$ cat src/rtl/rec_pkg.sv
// Shared constants, output-slot state encoding and index sizing helper for the
// PCM frame packer.
package rec_pkg;

    localparam int DWIDTH_DEF = 16;
    localparam int NWORDS_DEF = 16;

    typedef enum logic {
        SLOT_EMPTY = 1'b0,
        SLOT_FULL  = 1'b1
    } slot_e;

    // Bits needed to hold indices 0..v-1 (minimum 1).
    function automatic int rec_log2(input int v);
        int r;
        r = 1;
        for (int i = 1; i < 32; i++) begin
            if ((1 << i) < v) r = i + 1;
        end
        return r;
    endfunction

endpackage

$ cat src/rtl/pcm_frame_packer_if.sv
// Valid/ready output slot carrying one packed PCM frame from the packer to its
// consumer.
interface pcm_frame_packer_if import rec_pkg::*; #(
    parameter int DWIDTH = DWIDTH_DEF,
    parameter int NWORDS = NWORDS_DEF
) ();

    logic                     out_valid;
    logic                     out_ready;
    logic [DWIDTH*NWORDS-1:0] out_data;

    modport master (output out_valid, output out_data, input out_ready);
    modport slave  (input out_valid, input out_data, output out_ready);

endinterface

$ cat src/rtl/rise_edge_det.sv
// Registers a level input and flags the cycle in which it goes from 0 to 1.
module rise_edge_det (
    input  logic clk,
    input  logic rst_n,
    input  logic i_sig,
    output logic o_rise
);

    logic r_q;

    always_ff @(posedge clk or negedge rst_n) begin
        if (!rst_n) r_q <= 1'b0;
        else        r_q <= i_sig;
    end

    assign o_rise = i_sig & ~r_q;

endmodule

$ cat src/rtl/pcm_frame_packer.sv
// Packs NWORDS level-qualified samples into one frame and offers it on a
// registered valid/ready slot. Optional VAD gating via macro VAD_GATE_EN.
module pcm_frame_packer import rec_pkg::*; #(
    parameter int DWIDTH = DWIDTH_DEF,
    parameter int NWORDS = NWORDS_DEF,
    parameter int FCNT_W = 16,
    parameter int OVF_W  = 8
) (
    input  logic                     clk,
    input  logic                     reset_n,
    input  logic                     dv,
    input  logic signed [DWIDTH-1:0] dat_i,
    input  logic                     flush,
`ifdef VAD_GATE_EN
    input  logic                     vad,
`endif
    pcm_frame_packer_if.master       slot,
    output logic                     half_pulse,
    output logic [FCNT_W-1:0]        frame_cnt,
    output logic [OVF_W-1:0]         ovf_cnt
);

    localparam int IDX_W = rec_log2(NWORDS);
    localparam logic [IDX_W-1:0] LAST_IDX = IDX_W'(NWORDS - 1);
    localparam logic [IDX_W-1:0] HALF_IDX = IDX_W'(NWORDS / 2 - 1);

    logic                               w_dv_rise;
    logic                               w_cap;
    logic                               w_flush;
    logic                               w_commit;
    logic                               w_take;
    logic                               w_drop;
    logic [NWORDS-1:0][DWIDTH-1:0]      w_frame;
    slot_e                              w_state_nxt;

    slot_e                              r_state;
    logic [IDX_W-1:0]                   r_idx;
    logic [NWORDS-2:0][DWIDTH-1:0]      r_fill;
    logic [NWORDS-1:0][DWIDTH-1:0]      r_data;
    logic                               r_half;
    logic [FCNT_W-1:0]                  r_frame_cnt;
    logic [OVF_W-1:0]                   r_ovf;

    rise_edge_det u_dv_rise (
        .clk    (clk),
        .rst_n  (reset_n),
        .i_sig  (dv),
        .o_rise (w_dv_rise)
    );

`ifdef VAD_GATE_EN
    logic w_vad_fall;

    // A rise of ~vad is a fall of vad; it discards a partial utterance frame.
    rise_edge_det u_vad_fall (
        .clk    (clk),
        .rst_n  (reset_n),
        .i_sig  (~vad),
        .o_rise (w_vad_fall)
    );

    assign w_cap   = w_dv_rise & vad;
    assign w_flush = flush | (w_vad_fall & (r_idx != '0));
`else
    assign w_cap   = w_dv_rise;
    assign w_flush = flush;
`endif

    assign w_commit = w_cap & ~w_flush & (r_idx == LAST_IDX);
    assign w_take   = w_commit & ((r_state == SLOT_EMPTY) | slot.out_ready);
    assign w_drop   = w_commit & (r_state == SLOT_FULL) & ~slot.out_ready;

    // The final sample goes straight from dat_i into the committed frame.
    assign w_frame  = {dat_i, r_fill};

    always_ff @(posedge clk or negedge reset_n) begin
        if (!reset_n) begin
            r_idx       <= '0;
            r_fill      <= '0;
            r_data      <= '0;
            r_half      <= 1'b0;
            r_frame_cnt <= '0;
            r_ovf       <= '0;
        end else begin
            r_half <= w_cap & ~w_flush & (r_idx == HALF_IDX);
            if (w_flush) begin
                r_idx <= '0;
            end else if (w_cap) begin
                if (r_idx == LAST_IDX) begin
                    r_idx <= '0;
                end else begin
                    r_fill[r_idx] <= dat_i;
                    r_idx         <= r_idx + 1'b1;
                end
            end
            if (w_take) begin
                r_data      <= w_frame;
                r_frame_cnt <= r_frame_cnt + 1'b1;
            end
            if (w_drop && (r_ovf != '1)) r_ovf <= r_ovf + 1'b1;
        end
    end

    always_ff @(posedge clk or negedge reset_n) begin
        if (!reset_n) r_state <= SLOT_EMPTY;
        else          r_state <= w_state_nxt;
    end

    always_comb begin
        w_state_nxt = r_state;
        case (r_state)
            SLOT_EMPTY: if (w_commit) w_state_nxt = SLOT_FULL;
            SLOT_FULL:  if (slot.out_ready && !w_commit) w_state_nxt = SLOT_EMPTY;
            default:    w_state_nxt = SLOT_EMPTY;
        endcase
    end

    assign slot.out_valid = (r_state == SLOT_FULL);
    assign slot.out_data  = r_data;
    assign half_pulse     = r_half;
    assign frame_cnt      = r_frame_cnt;
    assign ovf_cnt        = r_ovf;

endmodule

$ cat src/flat_wrapper.sv
// flat-port wrapper written by rule: the top's interface ports become plain ports
module pcm_frame_packer_flat import rec_pkg::*;
#(
    parameter int DWIDTH = DWIDTH_DEF,
    parameter int NWORDS = NWORDS_DEF,
    parameter int FCNT_W = 16,
    parameter int OVF_W  = 8
)
  (clk, reset_n, dv, dat_i, flush, half_pulse, frame_cnt, ovf_cnt, slot_out_valid, slot_out_data, slot_out_ready);
  pcm_frame_packer_if #(.DWIDTH(DWIDTH), .NWORDS(NWORDS)) slot_i ();
  input  logic clk;
  input  logic reset_n;
  input  logic dv;
  input  logic signed [DWIDTH-1:0] dat_i;
  input  logic flush;
  output logic half_pulse;
  output logic [FCNT_W-1:0] frame_cnt;
  output logic [OVF_W-1:0] ovf_cnt;
  output wire logic [$bits(slot_i.out_valid)-1:0] slot_out_valid;
  output wire logic [$bits(slot_i.out_data)-1:0] slot_out_data;
  input wire logic [$bits(slot_i.out_ready)-1:0] slot_out_ready;
  assign slot_out_valid = slot_i.out_valid;
  assign slot_out_data = slot_i.out_data;
  assign slot_i.out_ready = slot_out_ready;
  pcm_frame_packer #(.DWIDTH(DWIDTH), .NWORDS(NWORDS), .FCNT_W(FCNT_W), .OVF_W(OVF_W)) u_core (.clk(clk), .reset_n(reset_n), .dv(dv), .dat_i(dat_i), .flush(flush), .slot(slot_i), .half_pulse(half_pulse), .frame_cnt(frame_cnt), .ovf_cnt(ovf_cnt));
endmodule
$ cat config.mk
export PLATFORM = sky130hd
export DESIGN_NAME = pcm_frame_packer_flat
export DESIGN_NICKNAME = d
export VERILOG_FILES = /design/src/rtl/rec_pkg.sv /design/src/rtl/pcm_frame_packer_if.sv /design/src/rtl/rise_edge_det.sv /design/src/rtl/pcm_frame_packer.sv /design/src/flat_wrapper.sv
export SDC_FILE = /design/constraint.sdc
export NUM_CORES = 1
export LEC_CHECK = 0
export CORE_UTILIZATION = 55
export DETAILED_ROUTE_END_ITERATION = 16
export DONT_BUFFER_PORTS = 1
export GPL_ROUTABILITY_DRIVEN = 0
export GPL_TIMING_DRIVEN = 0
export HOLD_SLACK_MARGIN = 0.15
export PLACE_DENSITY = 0.7
export REMOVE_ABC_BUFFERS = 1
export SKIP_LAST_GASP = 1
export SLEW_MARGIN = 20
export SYNTH_ARGS = -nofsm -noshare
export SYNTH_HDL_FRONTEND = slang
export SYNTH_HIERARCHICAL = 1
export SYNTH_SLANG_ARGS = --single-unit
export TNS_END_PERCENT = 50
$ cat constraint.sdc
create_clock -name clk -period 2.7 [get_ports clk]
set_input_delay 0.405 -clock clk [delete_from_list [all_inputs] [get_ports clk]]
set_output_delay 0.405 -clock clk [all_outputs]
set_load 0.05 [all_outputs]
==> results.ini <==
[status]
status = finished with violations
failed_checks = negative hold slack, max-slew violations, negative setup slack

[routing]
m1WireLength_um = 19700
topRoutingLayerUsed = met5
dr_wl_met2_um = 22600
drtIter0Drc = 741
num_vias = 11800
wl_per_cell_um = 23.6
drt-total-wl_um = 47500
wl_met3_um = 3540
drtPass1Iterations = 5
vias_per_cell = 5.87
ant_nets = 0
drc = 0

[pwr]
powerDensity_nw_per_um2 = 657
p_int_mw = 12.9
power_frac_comb = 0.022
swShare = 0.205
seq_power_share = 0.530
vdd.ir_drop.worst_mv = 0.478
p_sw_mw = 3.32
pwr-share-clk = 0.447
p_leak_nw = 12.7

[floorplanning]
start_util = 0.557
rows = 73
ios = 303
core_area_um2 = 39700
die_h_um = 203
die_area_um2 = 41000
die_w_um = 203

[critical_path]
slowest_delay_ns = 0.63
cp_slowest_cell = nand3_2
required_ns = 3.17
crit_type = reg2reg
worstPathArrival_ns = 3.22
crit_chain = nor4_2 > nand4_2 > nor3_4 > buf_4 > nand3_2 > mux2_2
crit_buf_inv = 1
cp-start-kind = flip-flop
end_kind = flip-flop
cp.depth = 6
crit_family = simple AND/OR/NAND/NOR gates
cp_max_fo = 16
r2r_cells = 6

[finish]
nets = 1475
final_common_cell = dfrtp_1
drive_gt1_frac = 0.278
layout_common_cells = dfrtp_1 (555), mux2_1 (231), mux2_2 (227)
stdcell_area_um2 = 24600
final_util = 0.620
synthToLayoutAreaGrowth_pct = 11.4
final_cells = 2010

[yosys]
synth_seq_cells = 555
synth_edf_count = 0
synth-simple-area-share = 0.0534
synth_compound_area_frac = 0.0177
synthCells = 1423
mappedNetlistArea_um2 = 22100
synth_mux_area_frac = 0.261
yosysSeqAreaShare = 0.628
ys_async_sr_fraction = 1.00
synth_top_family_by_area = multiplexers
synth_xor_xnor_area_share = 0.00911
synth_cell_types = 50
synth-adder-area-share = 0.00339
ys_warn_count = 6
syn-mean-instance-area_um2 = 15.5
ys.flop_type = dfrtp_1

[placed_design]
dp.cells = 1874
place_area_um2 = 22400
port_buffers = 0
pre_cts_ws_ns = -1.14
dp_hpwl_um = 27700

[sta]
slew_headroom = -0.456
min_period_ns = 2.76
layout_setup_ws_ns = -0.0561
finalHoldViolations = 459
worst_slew_pin_slew_ns = 2.18
finClkSkew_ns = 0.0167
timing.fmax_mhz = 363
whs_ns = -0.486
period_share = 1.02
finalSetupViolations = 32
slew_viol_final = 257
rsz0062_at_grt = true

[clock_network]
cts_buffers = 55
cts_hold_buf = 18
numClockSinks = 555
clock-root-buffer = clkbuf_16
h-tree-depth = 2
cts_tree = yes
clk_latency_ns = 0.60
clkTransAtPathRegs_ns = 0.06
clock_path_buffers = 3

[job]
maxCapViolations = 0

[global_route]
grtUsageTotal = 0.233
antenna_found_initial = 2
grt_pass1_wl_um = 72900
overflow = 0
grt_max_degree = 556
grt_pass1_vias = 11900

[worst_hold_path]
hp-class = in2async

==> state kept, by name (all words and copies together) (netlist names) <==
signal	count
u_core/slot.out_data	256
u_core/r_fill	240
u_core/r_idx	32
u_core/frame_cnt	16
u_core/ovf_cnt	8
u_core/half_pulse	1
u_core/slot.out_valid	1
u_core/u_dv_rise/r_q	1
==> kinds of logic after synthesis <==
family	Yosys count
flip-flops	555
AND/OR/NAND/NOR	185
XOR/XNOR	23
multiplexers	500
adder cells (fa/ha/maj)	6
buffers and inverters	90
AO/OA/AOI/OAI	64
==> metal layers <==
metal  up-vias  track usage
met5         -            0
met1      6246        0.302
met4         2       0.0832
met2       299        0.367
li1       5149            -
met3        96       0.0785
==> cell usage after synthesis, types with 12 or more instances <==
cell,instances,area share
nand3_1,25,0.0057
nand2_1,30,0.0051
nor3_1,12,0.0027
nor2_1,15,0.0025
mux2_4,40,0.027
buf_6,29,0.015
mux2_1,231,0.12
mux2_2,227,0.12
xnor2_1,22,0.0087
dfrtp_1,555,0.63
clkbuf_1,30,0.0051
nand4_1,25,0.0071
buf_2,16,0.0036
o21ai_0,15,0.0034
a21oi_1,20,0.0045
==> power by group through the flow <==
stage,combinational (mW),clock [mW],sequential (mW)
3_5_place_dp,0.276,0,8.73
6_report,0.364,7.24,8.58
2_1_floorplan,0.237,0,8.70
3_3_place_gp,0.261,0,8.72
5_1_grt,0.394,7.75,8.59
4_1_cts,0.361,7.44,8.58
==> what timing repair did <==
action,4_1_cts,5_1_grt
setup buffers,5,16
cloned,3,0
endpoints found under the hold margin,814,555
endpoints found under the setup margin,511,265
pin swaps,2,3
resized for setup,7,5
==> layout make-up <==
class	instances	area (um^2)
fill	2972	15100
clock inverter	14	138
timing repair buffer	49	627
sequential	555	13900
inverter	8	30.0
antenna	1	2.50
multi-input combinational	779	7740
clock buffer	79	1560
tap	525	657
==> worst paths after layout <==
path / from / end / slack, ns
setup / recovery: u_core/r_idx[16]$_DFFE_PN0P_ / u_core/r_fill[190]$_DFFE_PN0P_ / -0.06
hold / removal: reset_n / u_core/slot.out_data[103]$_DFFE_PN0P_ / -0.49
setup reg to reg: u_core/r_idx[16]$_DFFE_PN0P_ / u_core/r_fill[190]$_DFFE_PN0P_ / -0.06
hold reg to reg: u_core/r_fill[3]$_DFFE_PN0P_ / u_core/slot.out_data[3]$_DFFE_PN0P_ / 0.47
max in group asynchronous: reset_n / u_core/slot.out_data[179]$_DFFE_PN0P_ / 1.46
min in group clk: flush / u_core/r_idx[0]$_DFFE_PN0P_ / 0.24
==> metrics by stage <==
stage,setup TNS [ns],total power [mW]
4_1_cts,-6.83,16.4
6_report,-0.900,16.2
3_5_place_dp,-282.02,9.00
5_1_grt,-7.11,16.7
2_1_floorplan,-1131.52,8.94
3_3_place_gp,-1946.61,8.98
Note: power is estimated with default switching activity, not from simulation.
